<file path="src/rtl/aes_mm_fifo_intf_pkg.sv">
// aes_intf_pkg: shared definitions for the AES Avalon-MM FIFO front end.
//   - register byte addresses (DIN / DOUT / STATUS / CTRL)
//   - STATUS and CTRL bit positions
//   - block type and a helper that extracts one 32-bit word of a block,
//     MSW first (word 0 = bits [127:96])
package aes_intf_pkg;

    localparam logic [3:0] ADDR_DIN    = 4'h0;
    localparam logic [3:0] ADDR_DOUT   = 4'h4;
    localparam logic [3:0] ADDR_STATUS = 4'h8;
    localparam logic [3:0] ADDR_CTRL   = 4'hC;

    localparam int ST_IN_FULL   = 16;
    localparam int ST_OUT_EMPTY = 17;
    localparam int ST_BUSY      = 18;
    localparam int ST_DIN_PART  = 19;
    localparam int ST_DOUT_PART = 20;
    localparam int ST_ERR       = 24;

    localparam int CTRL_FLUSH   = 0;
    localparam int CTRL_CLR_ERR = 1;
    localparam int CTRL_IRQ_EN  = 2;

    localparam int WORDS_PER_BLK = 4;
    localparam logic [1:0] LAST_WORD = 2'(WORDS_PER_BLK - 1);

    typedef logic [127:0] blk_t;

    // Word idx of a block, word 0 being the most significant.
    function automatic logic [31:0] blk_word(input blk_t b, input logic [1:0] idx);
        logic [31:0] w;
        case (idx)
            2'd0:    w = b[127:96];
            2'd1:    w = b[95:64];
            2'd2:    w = b[63:32];
            default: w = b[31:0];
        endcase
        return w;
    endfunction

endpackage

</file>
<file path="src/rtl/aes_mm_fifo_intf_if.sv">
// aes_mm_fifo_intf_if: bundles the Avalon-MM slave bus and the AES core
// valid/ready streams of aes_mm_fifo_intf.
//   slave  : view of the front end (accepts bus accesses, drives the core input
//            stream, accepts the core result stream)
//   master : view of the environment (host bus master plus AES core)
interface aes_mm_fifo_intf_if;
    import aes_intf_pkg::*;

    logic        chipselect;
    logic [3:0]  address;
    logic        write;
    logic [31:0] writedata;
    logic        read;
    logic [31:0] readdata;
    logic        waitrequest;
    logic        irq;
    logic        core_in_valid;
    logic        core_in_ready;
    blk_t        core_in_data;
    logic        core_out_valid;
    logic        core_out_ready;
    blk_t        core_out_data;

    modport slave (
        input  chipselect, address, write, writedata, read,
        output readdata, waitrequest, irq,
        output core_in_valid, core_in_data,
        input  core_in_ready,
        input  core_out_valid, core_out_data,
        output core_out_ready
    );

    modport master (
        output chipselect, address, write, writedata, read,
        input  readdata, waitrequest, irq,
        input  core_in_valid, core_in_data,
        output core_in_ready,
        output core_out_valid, core_out_data,
        input  core_out_ready
    );

endinterface

</file>
<file path="src/rtl/aes_mm_fifo_intf_blk_fifo.sv">
// aes_blk_fifo: synchronous 128-bit block FIFO.
//   clock, resetn : clock, synchronous active-low reset
//   clr           : synchronous flush (empties the queue)
//   push, din     : enqueue; accepted when not full, or when full and popping
//   pop, dout     : dequeue; dout is the current head (undefined when empty)
//   full, empty   : occupancy flags
//   count         : number of stored blocks
module aes_blk_fifo
    import aes_intf_pkg::*;
#(
    parameter int DEPTH = 4
) (
    input  logic                     clock,
    input  logic                     resetn,
    input  logic                     clr,
    input  logic                     push,
    input  blk_t                     din,
    input  logic                     pop,
    output blk_t                     dout,
    output logic                     full,
    output logic                     empty,
    output logic [$clog2(DEPTH):0]   count
);

    localparam int AW = $clog2(DEPTH);
    localparam logic [AW:0] FULL_CNT = DEPTH[AW:0];

    blk_t            mem [DEPTH];
    logic [AW-1:0]   wr_ptr;
    logic [AW-1:0]   rd_ptr;
    logic [AW:0]     cnt;
    logic            do_push;
    logic            do_pop;

    assign full    = (cnt == FULL_CNT);
    assign empty   = (cnt == '0);
    assign count   = cnt;
    assign dout    = mem[rd_ptr];
    // A pop in the same cycle frees the slot a push into a full queue needs.
    assign do_pop  = pop & ~empty;
    assign do_push = push & (~full | do_pop);

    always_ff @(posedge clock) begin
        if (!resetn || clr) begin
            wr_ptr <= '0;
            rd_ptr <= '0;
            cnt    <= '0;
        end else begin
            if (do_push) wr_ptr <= wr_ptr + 1'b1;
            if (do_pop)  rd_ptr <= rd_ptr + 1'b1;
            case ({do_push, do_pop})
                2'b10:   cnt <= cnt + 1'b1;
                2'b01:   cnt <= cnt - 1'b1;
                default: cnt <= cnt;
            endcase
        end
    end

    always_ff @(posedge clock) begin
        if (do_push) mem[wr_ptr] <= din;
    end

endmodule

</file>
<file path="src/rtl/aes_mm_fifo_intf.sv">
// aes_mm_fifo_intf: Avalon-MM slave front end for an AES-128 block core.
//   clock, resetn : clock, synchronous active-low reset (shared with the core)
//   bus (slave)   : Avalon-MM registers DIN 0x0, DOUT 0x4, STATUS 0x8, CTRL 0xC,
//                   zero-latency readdata, waitrequest, level irq; plus the
//                   core_in_* / core_out_* valid/ready block streams.
// Four DIN writes build one block (MSW first) into the input queue; queued
// blocks are issued to the core one at a time; results are queued and read
// back as four DOUT words.
module aes_mm_fifo_intf
    import aes_intf_pkg::*;
#(
    parameter int IN_DEPTH  = 4,
    parameter int OUT_DEPTH = 4,
    parameter int CNT_W     = $clog2((IN_DEPTH > OUT_DEPTH) ? IN_DEPTH : OUT_DEPTH) + 1
) (
    input  logic            clock,
    input  logic            resetn,
    aes_mm_fifo_intf_if.slave bus
);

    localparam int IN_CW  = $clog2(IN_DEPTH) + 1;
    localparam int OUT_CW = $clog2(OUT_DEPTH) + 1;

    logic [1:0]        k;          // next DIN word index
    logic [1:0]        j;          // next DOUT word index
    logic              busy;       // one block outstanding at the core
    logic              drop;       // discard the outstanding result (flushed)
    logic              err;
    logic              irq_en;
    logic              irq_q;
    logic [95:0]       asm_q;      // DIN words 0..2 of the block being built

    logic              in_push, in_pop, in_full, in_empty;
    logic [IN_CW-1:0]  in_cnt;
    blk_t              in_head;
    logic              out_push, out_pop, out_full, out_empty;
    logic [OUT_CW-1:0] out_cnt;
    blk_t              out_head;

    logic              wr_sel, rd_sel, din_stall, dout_stall, stall;
    logic              din_wr, ctrl_wr, flush, dout_rd, dout_ok, dout_err;
    logic              cin_valid, cout_ready, in_fire, out_fire;
    logic [31:0]       status, rdata;

    // Bus decode: write wins when both strobes are set.
    assign wr_sel = bus.chipselect & bus.write;
    assign rd_sel = bus.chipselect & bus.read & ~bus.write;

    // Last DIN word waits for input space; DOUT read waits for a result that
    // is still on its way (queued or in the core).
    assign din_stall  = wr_sel & (bus.address == ADDR_DIN) & (k == LAST_WORD) & in_full;
    assign dout_stall = rd_sel & (bus.address == ADDR_DOUT) & out_empty & (~in_empty | busy);
    assign stall      = din_stall | dout_stall;

    assign din_wr   = wr_sel & ~stall & (bus.address == ADDR_DIN);
    assign ctrl_wr  = wr_sel & ~stall & (bus.address == ADDR_CTRL);
    assign flush    = ctrl_wr & bus.writedata[CTRL_FLUSH];
    assign dout_rd  = rd_sel & ~stall & (bus.address == ADDR_DOUT);
    assign dout_ok  = dout_rd & ~out_empty;
    assign dout_err = dout_rd & out_empty;

    // Core streams. A DOUT pop of the last word frees room for a result now.
    assign cin_valid  = ~in_empty & ~busy;
    assign in_fire    = cin_valid & bus.core_in_ready;
    assign out_pop    = dout_ok & (j == LAST_WORD);
    assign cout_ready = ~out_full | drop | out_pop;
    assign out_fire   = bus.core_out_valid & cout_ready;
    assign out_push   = out_fire & ~drop & ~flush;
    assign in_push    = din_wr & (k == LAST_WORD) & ~flush;
    assign in_pop     = in_fire;

    aes_blk_fifo #(.DEPTH(IN_DEPTH)) u_in_fifo (
        .clock  (clock),
        .resetn (resetn),
        .clr    (flush),
        .push   (in_push),
        .din    ({asm_q, bus.writedata}),
        .pop    (in_pop),
        .dout   (in_head),
        .full   (in_full),
        .empty  (in_empty),
        .count  (in_cnt)
    );

    aes_blk_fifo #(.DEPTH(OUT_DEPTH)) u_out_fifo (
        .clock  (clock),
        .resetn (resetn),
        .clr    (flush),
        .push   (out_push),
        .din    (bus.core_out_data),
        .pop    (out_pop),
        .dout   (out_head),
        .full   (out_full),
        .empty  (out_empty),
        .count  (out_cnt)
    );

    always_ff @(posedge clock) begin
        if (!resetn) begin
            k      <= '0;
            j      <= '0;
            busy   <= 1'b0;
            drop   <= 1'b0;
            err    <= 1'b0;
            irq_en <= 1'b0;
            irq_q  <= 1'b0;
        end else begin
            if (flush)       k <= '0;
            else if (din_wr) k <= k + 1'b1;

            if (flush)        j <= '0;
            else if (dout_ok) j <= j + 1'b1;

            if (dout_err)                                    err <= 1'b1;
            else if (ctrl_wr && bus.writedata[CTRL_CLR_ERR]) err <= 1'b0;

            if (ctrl_wr) irq_en <= bus.writedata[CTRL_IRQ_EN];

            if (in_fire)       busy <= 1'b1;
            else if (out_fire) busy <= 1'b0;

            // Drop whatever will still be outstanding after this cycle,
            // including a block the core accepts in the flush cycle itself.
            if (flush)         drop <= (busy & ~out_fire) | in_fire;
            else if (out_fire) drop <= 1'b0;

            irq_q <= irq_en & (out_cnt != '0);
        end
    end

    always_ff @(posedge clock) begin
        if (din_wr) begin
            case (k)
                2'd0:    asm_q[95:64] <= bus.writedata;
                2'd1:    asm_q[63:32] <= bus.writedata;
                2'd2:    asm_q[31:0]  <= bus.writedata;
                default: asm_q        <= asm_q;
            endcase
        end
    end

    always_comb begin
        status                 = '0;
        status[CNT_W-1:0]      = CNT_W'(in_cnt);
        status[8 +: CNT_W]     = CNT_W'(out_cnt);
        status[ST_IN_FULL]     = in_full;
        status[ST_OUT_EMPTY]   = out_empty;
        status[ST_BUSY]        = busy;
        status[ST_DIN_PART]    = (k != '0);
        status[ST_DOUT_PART]   = (j != '0);
        status[ST_ERR]         = err;
    end

    always_comb begin
        rdata = '0;
        if (rd_sel) begin
            case (bus.address)
                ADDR_DOUT:   if (!out_empty) rdata = blk_word(out_head, j);
                ADDR_STATUS: rdata = status;
                ADDR_CTRL:   rdata[CTRL_IRQ_EN] = irq_en;
                default:     rdata = '0;
            endcase
        end
    end

    // Combinational outputs are forced low while reset is asserted.
    assign bus.readdata       = resetn ? rdata : '0;
    assign bus.waitrequest    = resetn & stall;
    assign bus.irq            = irq_q;
    assign bus.core_in_valid  = resetn & cin_valid;
    assign bus.core_in_data   = (resetn && !in_empty) ? in_head : '0;
    assign bus.core_out_ready = resetn & cout_ready;

endmodule
</file>
<file path="src/flat_wrapper.sv">
// flat-port wrapper written by rule: the top's interface ports become plain ports
module aes_mm_fifo_intf_flat import aes_intf_pkg::*;
#(
    parameter int IN_DEPTH  = 4,
    parameter int OUT_DEPTH = 4,
    parameter int CNT_W     = $clog2((IN_DEPTH > OUT_DEPTH) ? IN_DEPTH : OUT_DEPTH) + 1
)
  (clock, resetn, bus_chipselect, bus_address, bus_write, bus_writedata, bus_read, bus_readdata, bus_waitrequest, bus_irq, bus_core_in_valid, bus_core_in_data, bus_core_in_ready, bus_core_out_valid, bus_core_out_data, bus_core_out_ready);
  aes_mm_fifo_intf_if bus_i ();
  input  logic clock;
  input  logic resetn;
  input wire logic [$bits(bus_i.chipselect)-1:0] bus_chipselect;
  input wire logic [$bits(bus_i.address)-1:0] bus_address;
  input wire logic [$bits(bus_i.write)-1:0] bus_write;
  input wire logic [$bits(bus_i.writedata)-1:0] bus_writedata;
  input wire logic [$bits(bus_i.read)-1:0] bus_read;
  output wire logic [$bits(bus_i.readdata)-1:0] bus_readdata;
  output wire logic [$bits(bus_i.waitrequest)-1:0] bus_waitrequest;
  output wire logic [$bits(bus_i.irq)-1:0] bus_irq;
  output wire logic [$bits(bus_i.core_in_valid)-1:0] bus_core_in_valid;
  output wire logic [$bits(bus_i.core_in_data)-1:0] bus_core_in_data;
  input wire logic [$bits(bus_i.core_in_ready)-1:0] bus_core_in_ready;
  input wire logic [$bits(bus_i.core_out_valid)-1:0] bus_core_out_valid;
  input wire logic [$bits(bus_i.core_out_data)-1:0] bus_core_out_data;
  output wire logic [$bits(bus_i.core_out_ready)-1:0] bus_core_out_ready;
  assign bus_i.chipselect = bus_chipselect;
  assign bus_i.address = bus_address;
  assign bus_i.write = bus_write;
  assign bus_i.writedata = bus_writedata;
  assign bus_i.read = bus_read;
  assign bus_readdata = bus_i.readdata;
  assign bus_waitrequest = bus_i.waitrequest;
  assign bus_irq = bus_i.irq;
  assign bus_core_in_valid = bus_i.core_in_valid;
  assign bus_core_in_data = bus_i.core_in_data;
  assign bus_i.core_in_ready = bus_core_in_ready;
  assign bus_i.core_out_valid = bus_core_out_valid;
  assign bus_i.core_out_data = bus_core_out_data;
  assign bus_core_out_ready = bus_i.core_out_ready;
  aes_mm_fifo_intf #(.IN_DEPTH(IN_DEPTH), .OUT_DEPTH(OUT_DEPTH), .CNT_W(CNT_W)) u_core (.clock(clock), .resetn(resetn), .bus(bus_i));
endmodule
</file>
<file path="config.mk">
export PLATFORM = sky130hd
export DESIGN_NAME = aes_mm_fifo_intf_flat
export DESIGN_NICKNAME = d
export VERILOG_FILES = /design/src/rtl/aes_mm_fifo_intf_pkg.sv /design/src/rtl/aes_mm_fifo_intf_if.sv /design/src/rtl/aes_mm_fifo_intf_blk_fifo.sv /design/src/rtl/aes_mm_fifo_intf.sv /design/src/flat_wrapper.sv
export SDC_FILE = /design/constraint.sdc
export NUM_CORES = 1
export LEC_CHECK = 0
export ABC_AREA = 0
export CORE_UTILIZATION = 60
export CTS_CLUSTER_SIZE = 25
export DETAILED_ROUTE_END_ITERATION = 10
export GPL_TIMING_DRIVEN = 0
export MAX_ROUTING_LAYER = met4
export PLACE_DENSITY = 0.82
export SLEW_MARGIN = 15
export SYNTH_ARGS = -nofsm -noshare
export SYNTH_HDL_FRONTEND = slang
export SYNTH_HIERARCHICAL = 1
export SYNTH_SLANG_ARGS = --single-unit
</file>
<file path="constraint.sdc">
create_clock -name clock -period 19.65 [get_ports clock]
set_clock_uncertainty 0.15 [all_clocks]
set_input_delay 5.895 -clock clock [delete_from_list [all_inputs] [get_ports clock]]
set_output_delay 5.895 -clock clock [all_outputs]
set_load 0.05 [all_outputs]
</file>
### After elaboration in Yosys (flattened, before gate mapping)

Memories as Yosys holds them, arrays and structs flattened. A register that Yosys moved wholly into a read port is not among the register bits.
Cells that the tools add are included.

| operators by class | value |
|---|---|
| add/subtract/negate cells | 10 |
| equality and inequality tests | 15 |
| muxes and demuxes | 23 |
| bitwise logic cells | 52 |
| reduce and logical (&&, ||, !) cells | 22 |

Operator list:

| kind | count |
|---|---|
| $mux W128 | 1 |
| $mux W32 | 3 |
| $pmux W32 S3 | 1 |
| $pmux W29 S2 | 1 |
| $and A1 B1 Y1 | 34 |
| $reduce_bool A2 Y1 | 7 |
| $add A2 B1 Y2 const B | 6 |
| $eq A2 B2 Y1 const B | 6 |
| $pmux W3 S2 | 2 |
| $not A1 Y1 | 11 |
| $mux W1 | 9 |
| $eq A2 B1 Y1 const B | 4 |
| $eq A4 B4 Y1 const B | 2 |
| $mux W2 | 4 |
| $or A1 B1 Y1 | 7 |
| $add A3 B1 Y3 const B | 2 |
| $eq A3 B3 Y1 const B | 2 |
| $logic_not A3 Y1 | 2 |
| $reduce_and A2 Y1 | 3 |
| $sub A3 B1 Y3 const B | 2 |
| $eq A4 B3 Y1 const B | 1 |
| $logic_not A2 Y1 | 2 |
| $logic_not A4 Y1 | 1 |
| $pmux W2 S2 | 1 |
| other kinds (6) | 8 |

| storage, ports and cells | value |
|---|---|
| register bits | 119 |
| RAM bits | 1024 |
| bits of input ports | 171 |
| output and inout bits | 164 |
| word-level logic and storage cells | 140 |
| memories kept | 2 |

Memory list:

| name | words | bits a word | rd ports | clocked after Yosys merged registers in | wr ports | RTL line | RTL |
|---|---|---|---|---|---|---|---|
| u_core.u_in_fifo.mem | 4 | 128 | 1 | 1 | 1 | aes_mm_fifo_intf_blk_fifo.sv:28 | `blk_t mem [DEPTH];` |
| u_core.u_out_fifo.mem | 4 | 128 | 1 | 1 | 1 | aes_mm_fifo_intf_blk_fifo.sv:28 |  |

### Longest topological paths before layout

| depth | value |
|---|---|
| word-level depth | 18 |
| depth in mapped cells | 14 |
| depth with buffers taken out | 13 |

### Hierarchy

The synthesis kept the hierarchy.

Modules (own cells, without submodules):

| module | instances | cells each | area an instance (um^2) | sequential area each (um^2) |
|---|---|---|---|---|
| aes_blk_fifo (u_core.u_in_fifo) | 1 | 732 | 18974.4 | 15554.9 |
| aes_blk_fifo (u_core.u_out_fifo) | 1 | 723 | 18891.9 | 15554.9 |
| aes_mm_fifo_intf | 1 | 468 | 5320.1 | 3062.9 |

### Worst setup path after synthesis

No wires, ideal clock.

| timing path | value |
|---|---|
| path kind | input port to output port |
| start point | input bus_address[1] |
| end point | output bus_readdata[19] |
| arrival time | 7.430 ns |
| required time | 13.605 ns |
| setup slack | 6.175 ns |
| stages on the path | 5 |
| buffers on the path | 1 |
| path through | nor4_2 -> and3_2 -> nand2_2 -> buf_6 -> o22ai_1 |

| between the ends | value |
|---|---|
| word-level cells in the longest chain between the ends | 4 |
| elaborated cells on any way between the ends | 5 |
| classes of those cells | eq/ne (2); mux (3) |

RTL lines:

| item | RTL line | RTL |
|---|---|---|
| start, declared | flat_wrapper.sv:13 | `input wire logic [$bits(bus_i.address)-1:0] bus_address;` |
| $eq A4 B4 Y1 / $eq A4 B3 Y1 (equally long branches) | aes_mm_fifo_intf.sv:157 | `case (bus.address)` |
| $pmux W29 S2 * | aes_mm_fifo_intf.sv:157 |  |
| $mux W32 * | aes_mm_fifo_intf.sv:156 | `if (rd_sel) begin` |
| $mux W32 * | aes_mm_fifo_intf.sv:167 | `assign bus.readdata = resetn ? rdata : '0;` |
| end, declared | flat_wrapper.sv:17 | `output wire logic [$bits(bus_i.readdata)-1:0] bus_readdata;` |

Every way passes the cells marked *; elsewhere a longest branch is shown, timed or not.

### Final worst setup path

| timing path | value |
|---|---|
| start point | input resetn |
| end point | output bus_core_in_data[118] |

| between the ends | value |
|---|---|
| word-level cells in the longest chain between the ends | 2 |

RTL lines:

| item | RTL line | RTL |
|---|---|---|
| start, declared | flat_wrapper.sv:11 | `input logic resetn;` |
| $logic_and A1 B1 Y1 | aes_mm_fifo_intf.sv:171 | `assign bus.core_in_data = (resetn && !in_empty) ? in_head : '0;` |
| $mux W128 | aes_mm_fifo_intf.sv:171 |  |
| end, declared | flat_wrapper.sv:21 | `output wire logic [$bits(bus_i.core_in_data)-1:0] bus_core_in_data;` |

Every way passes these cells.

==> out/summary.txt <==
Post-Syn Instances: 1923
Critical path arrival: 8.96 ns
Synth Area per Inst: 22.5 µm²
CP top delay family: buffers and inverters
Fill cell count: 3886
Metal3 WL: 10000 µm
Crit Path Max Fanout: 10
Clock Path Buffers: 3
Sequential power share: 56.2%
Peak VDD IR: 0.0854 mV
Total negative slack: 0 ns
Clk pwr share: 40.8%
Routed via count: 21700
Sw Share: 19.9%
Post-DP HPWL: 63000 µm
Synthesized flop and latch total: 1147
WS Path Type: in -> out
Max Transition Viols Final: 0
Hold path depth: 0
Layout area overhead: 19.8%
Placed Instances: 3229
TritonCTS Buffers: 108
Met2 Routed Length: 52800 µm
Drt first pass iters: 6
Setup Fix Bufs, Post-CTS: 0
Number of port buffers: 333
Hold Crit Class: reg -> reg
Ys flop type: edfxtp_1
Hold-fix buffers, CTS: 0
Clock Latency Late Sink: 0.67 ns
Fin crit share: 76.4%
Htree depth: 3
Layout cells sized above 1: 19.9%
Hold slack: 0.337 ns
Fmax: 0.0667 GHz
Total power: 4.87 mW
# clock sinks: 1147
Tot GR Track Use: 28.8%
Root Buffer: clkbuf_16
Core Region: 71400 µm²
Synth Net Count: 2114
Post-Route Utilization: 72.5%
FF-to-FF Start: u_core/u_out_fifo/count[1]
Drt total wl: 101000 µm
DR top layer: met4
Max-Slew Margin vs Limit: 38.4%
# IOs: 335
First-pass GRT wire length: 148000 µm
Largest net degree at the start of global routing: 51
Status: completed
Wl on met1: 34900 µm
Critical Path Start: resetn
DR iter-0 viols: 2873
Worst Setup End Kind: primary output
Synth Warn #: 6
Via density per instance: 6.30
CP bufs+invs: 6
WP data required: 13.61 ns
Most frequent cells after synthesis: 1120 x edfxtp_1, 256 x mux4_2, 132 x and2_1, 70 x nor2_1, 42 x clkbuf_1
Gpl congestion: 0.867
Worst Tran Pin Value: 0.924 ns
Final nets: 2580
# rows: 98
Vias in the first global route: 22500
Slowest CP cell: clkdlybuf4s50_1
Dominant cell type by area after synthesis: edfxtp_1
Cell Area, Synth: 43200 µm²
Internal power: 3.90 mW
GRT overflow: 0
CTS tree: built
Number of gates resized after cts: 0
Die Y: 270 µm
Initial Util: 60.5%
Max cap viols: 0
Post-route DRC: 0
Share of the synthesized area in the top cell type: 77.9%
# setup viols final: 0
Post-synth ARST share: 0%
RSZ-0062 raised after global routing: false
Reg2reg path depth: 8
Main area contributors after synthesis: edfxtp_1 78%, mux4_2 13%, and2_1 1.9%
Layout Cells excl Fill: 3452
Chip Width: 270 µm
P_sw: 969 µW
Netlist cell types: 60
Initial antenna violation count: 20
Seq/Total Area, Yosys: 79.1%
CP Cell Sequence: clkdlybuf4s50_1, buf_4, inv_1, nor2_1, clkbuf_1, clkbuf_1, and2_1, clkdlybuf4s50_1
Pwr Density: 94.1 nW/µm²
Hold Fails Final Rpt: 0
Post-synth EDFFs: 1120
Levels on crit path: 8
Most frequent cell after synthesis: edfxtp_1
Remaining antenna violation count: 0
P_leak: 16.2 nW
Gate power share: 3.0%
Fin crit period: 15.00 ns
Routed wire length per instance: 29.2 µm
Maximum single-stage delay on the critical path: 0.84 ns
Worst-path clk slew: 0.06 ns
Total Die Area: 73100 µm²
Hold wc startpoint: u_core/asm_q[18]
Setup crit start kind: input pin
-- worst register-to-register path: cells and delay by family (launching register included) --
| kind | cells | cell delay (ns) |
|---|---|---|
| simple gates | 6 | 2.46 |
| buf+inv | 2 | 0.59 |
| flops | 1 | 0.45 |
-- worst paths after layout --
| kind | end | slack [ns] |
|---|---|---|
| setup / recovery | bus_core_in_data[118] | 4.65 |
| hold / removal | u_core/u_in_fifo/mem[3][50] | 0.34 |
| setup reg to reg | u_core/u_out_fifo/mem[3][38] | 15.66 |
| hold reg to reg | u_core/u_in_fifo/mem[3][50] | 0.34 |
-- layout by cell type, fill, tap and decap left out, types with 5 or more instances in the layout --
cell type / instances
buf_2: 23
edfxtp_1: 1120
o2bb2ai_1: 9
clkbuf_1: 69
o21ai_0: 7
and2_1: 129
nand2_1: 12
nand3_1: 6
ha_1: 18
dfxtp_1: 27
clkinvlp_4: 6
nor2_1: 70
diode_2: 24
clkbuf_16: 108
buf_1: 13
xnor2_1: 5
bufinv_16: 7
clkinv_2: 15
mux4_2: 256
buf_12: 12
buf_4: 14
nor3_1: 5
buf_16: 11
a222oi_1: 32
clkdlybuf4s50_1: 333
a21oi_1: 38
clkinv_1: 28
inv_1: 19
and2_4: 5
-- power groups by stage --
stage	registers, mW	clock network (mW)	logic (mW)
2_1_floorplan	2.78	0	0.0549
5_1_grt	2.74	2.10	0.155
3_5_place_dp	2.79	0	0.144
4_1_cts	2.74	2.01	0.147
6_report	2.74	1.99	0.148
3_3_place_gp	2.79	0	0.129
-- routing by layer --
layer  track usage, %  up-vias
met5                -        -
met4             10.4        0
met3             6.49      186
met2             47.3     1376
met1             35.6    11200
li1                 -     8958
-- cell type report --
| class | count | area (µm²) | share of cell area, % |
|---|---|---|---|
| Clock inverter | 62 | 543 | 1.05 |
| Tap cell | 950 | 1190 | 2.30 |
| Clock buffer | 137 | 2830 | 5.47 |
| Antenna cell | 24 | 60.1 | 0.116 |
| Sequential cell | 1147 | 34200 | 66.1 |
| Multi-Input combinational cell | 661 | 8500 | 16.4 |
| Inverter | 19 | 71.3 | 0.138 |
| Timing Repair Buffer | 356 | 3880 | 7.50 |
| Buffer | 96 | 472 | 0.912 |
-- per-stage QoR --
step,setup slack [ns],cell area (µm²)
5_1_grt,4.47,51700
4_1_cts,4.61,51700
3_5_place_dp,4.71,48300
6_report,4.65,51700
2_1_floorplan,6.18,43200
3_3_place_gp,4.74,47700
-- flip-flops by register name, indices dropped and copies added, names as in the netlist, 3 cells and up, named ones only --
| name | flops |
|---|---|
| u_core/u_in_fifo/mem | 512 |
| u_core/u_out_fifo/mem | 512 |
| u_core/asm_q | 96 |
| u_core/u_in_fifo/count | 3 |
| u_core/u_out_fifo/count | 3 |
-- logic make-up (layout without fill, tap and decap cells) --
logic type | count (synthesis) | after routing | synth area share, %
XOR/XNOR | 9 | 9 | 0.183
buffers and inverters | 115 | 670 | 1.26
flip-flops | 1147 | 1147 | 79.1
other | 0 | 24 | 0
AND/OR/NAND/NOR | 269 | 269 | 3.56
multiplexers | 261 | 261 | 13.5
adder cells (fa/ha/maj) | 20 | 20 | 0.614
AO/OA/AOI/OAI | 102 | 102 | 1.78
Power figures use the tool's default switching activity.
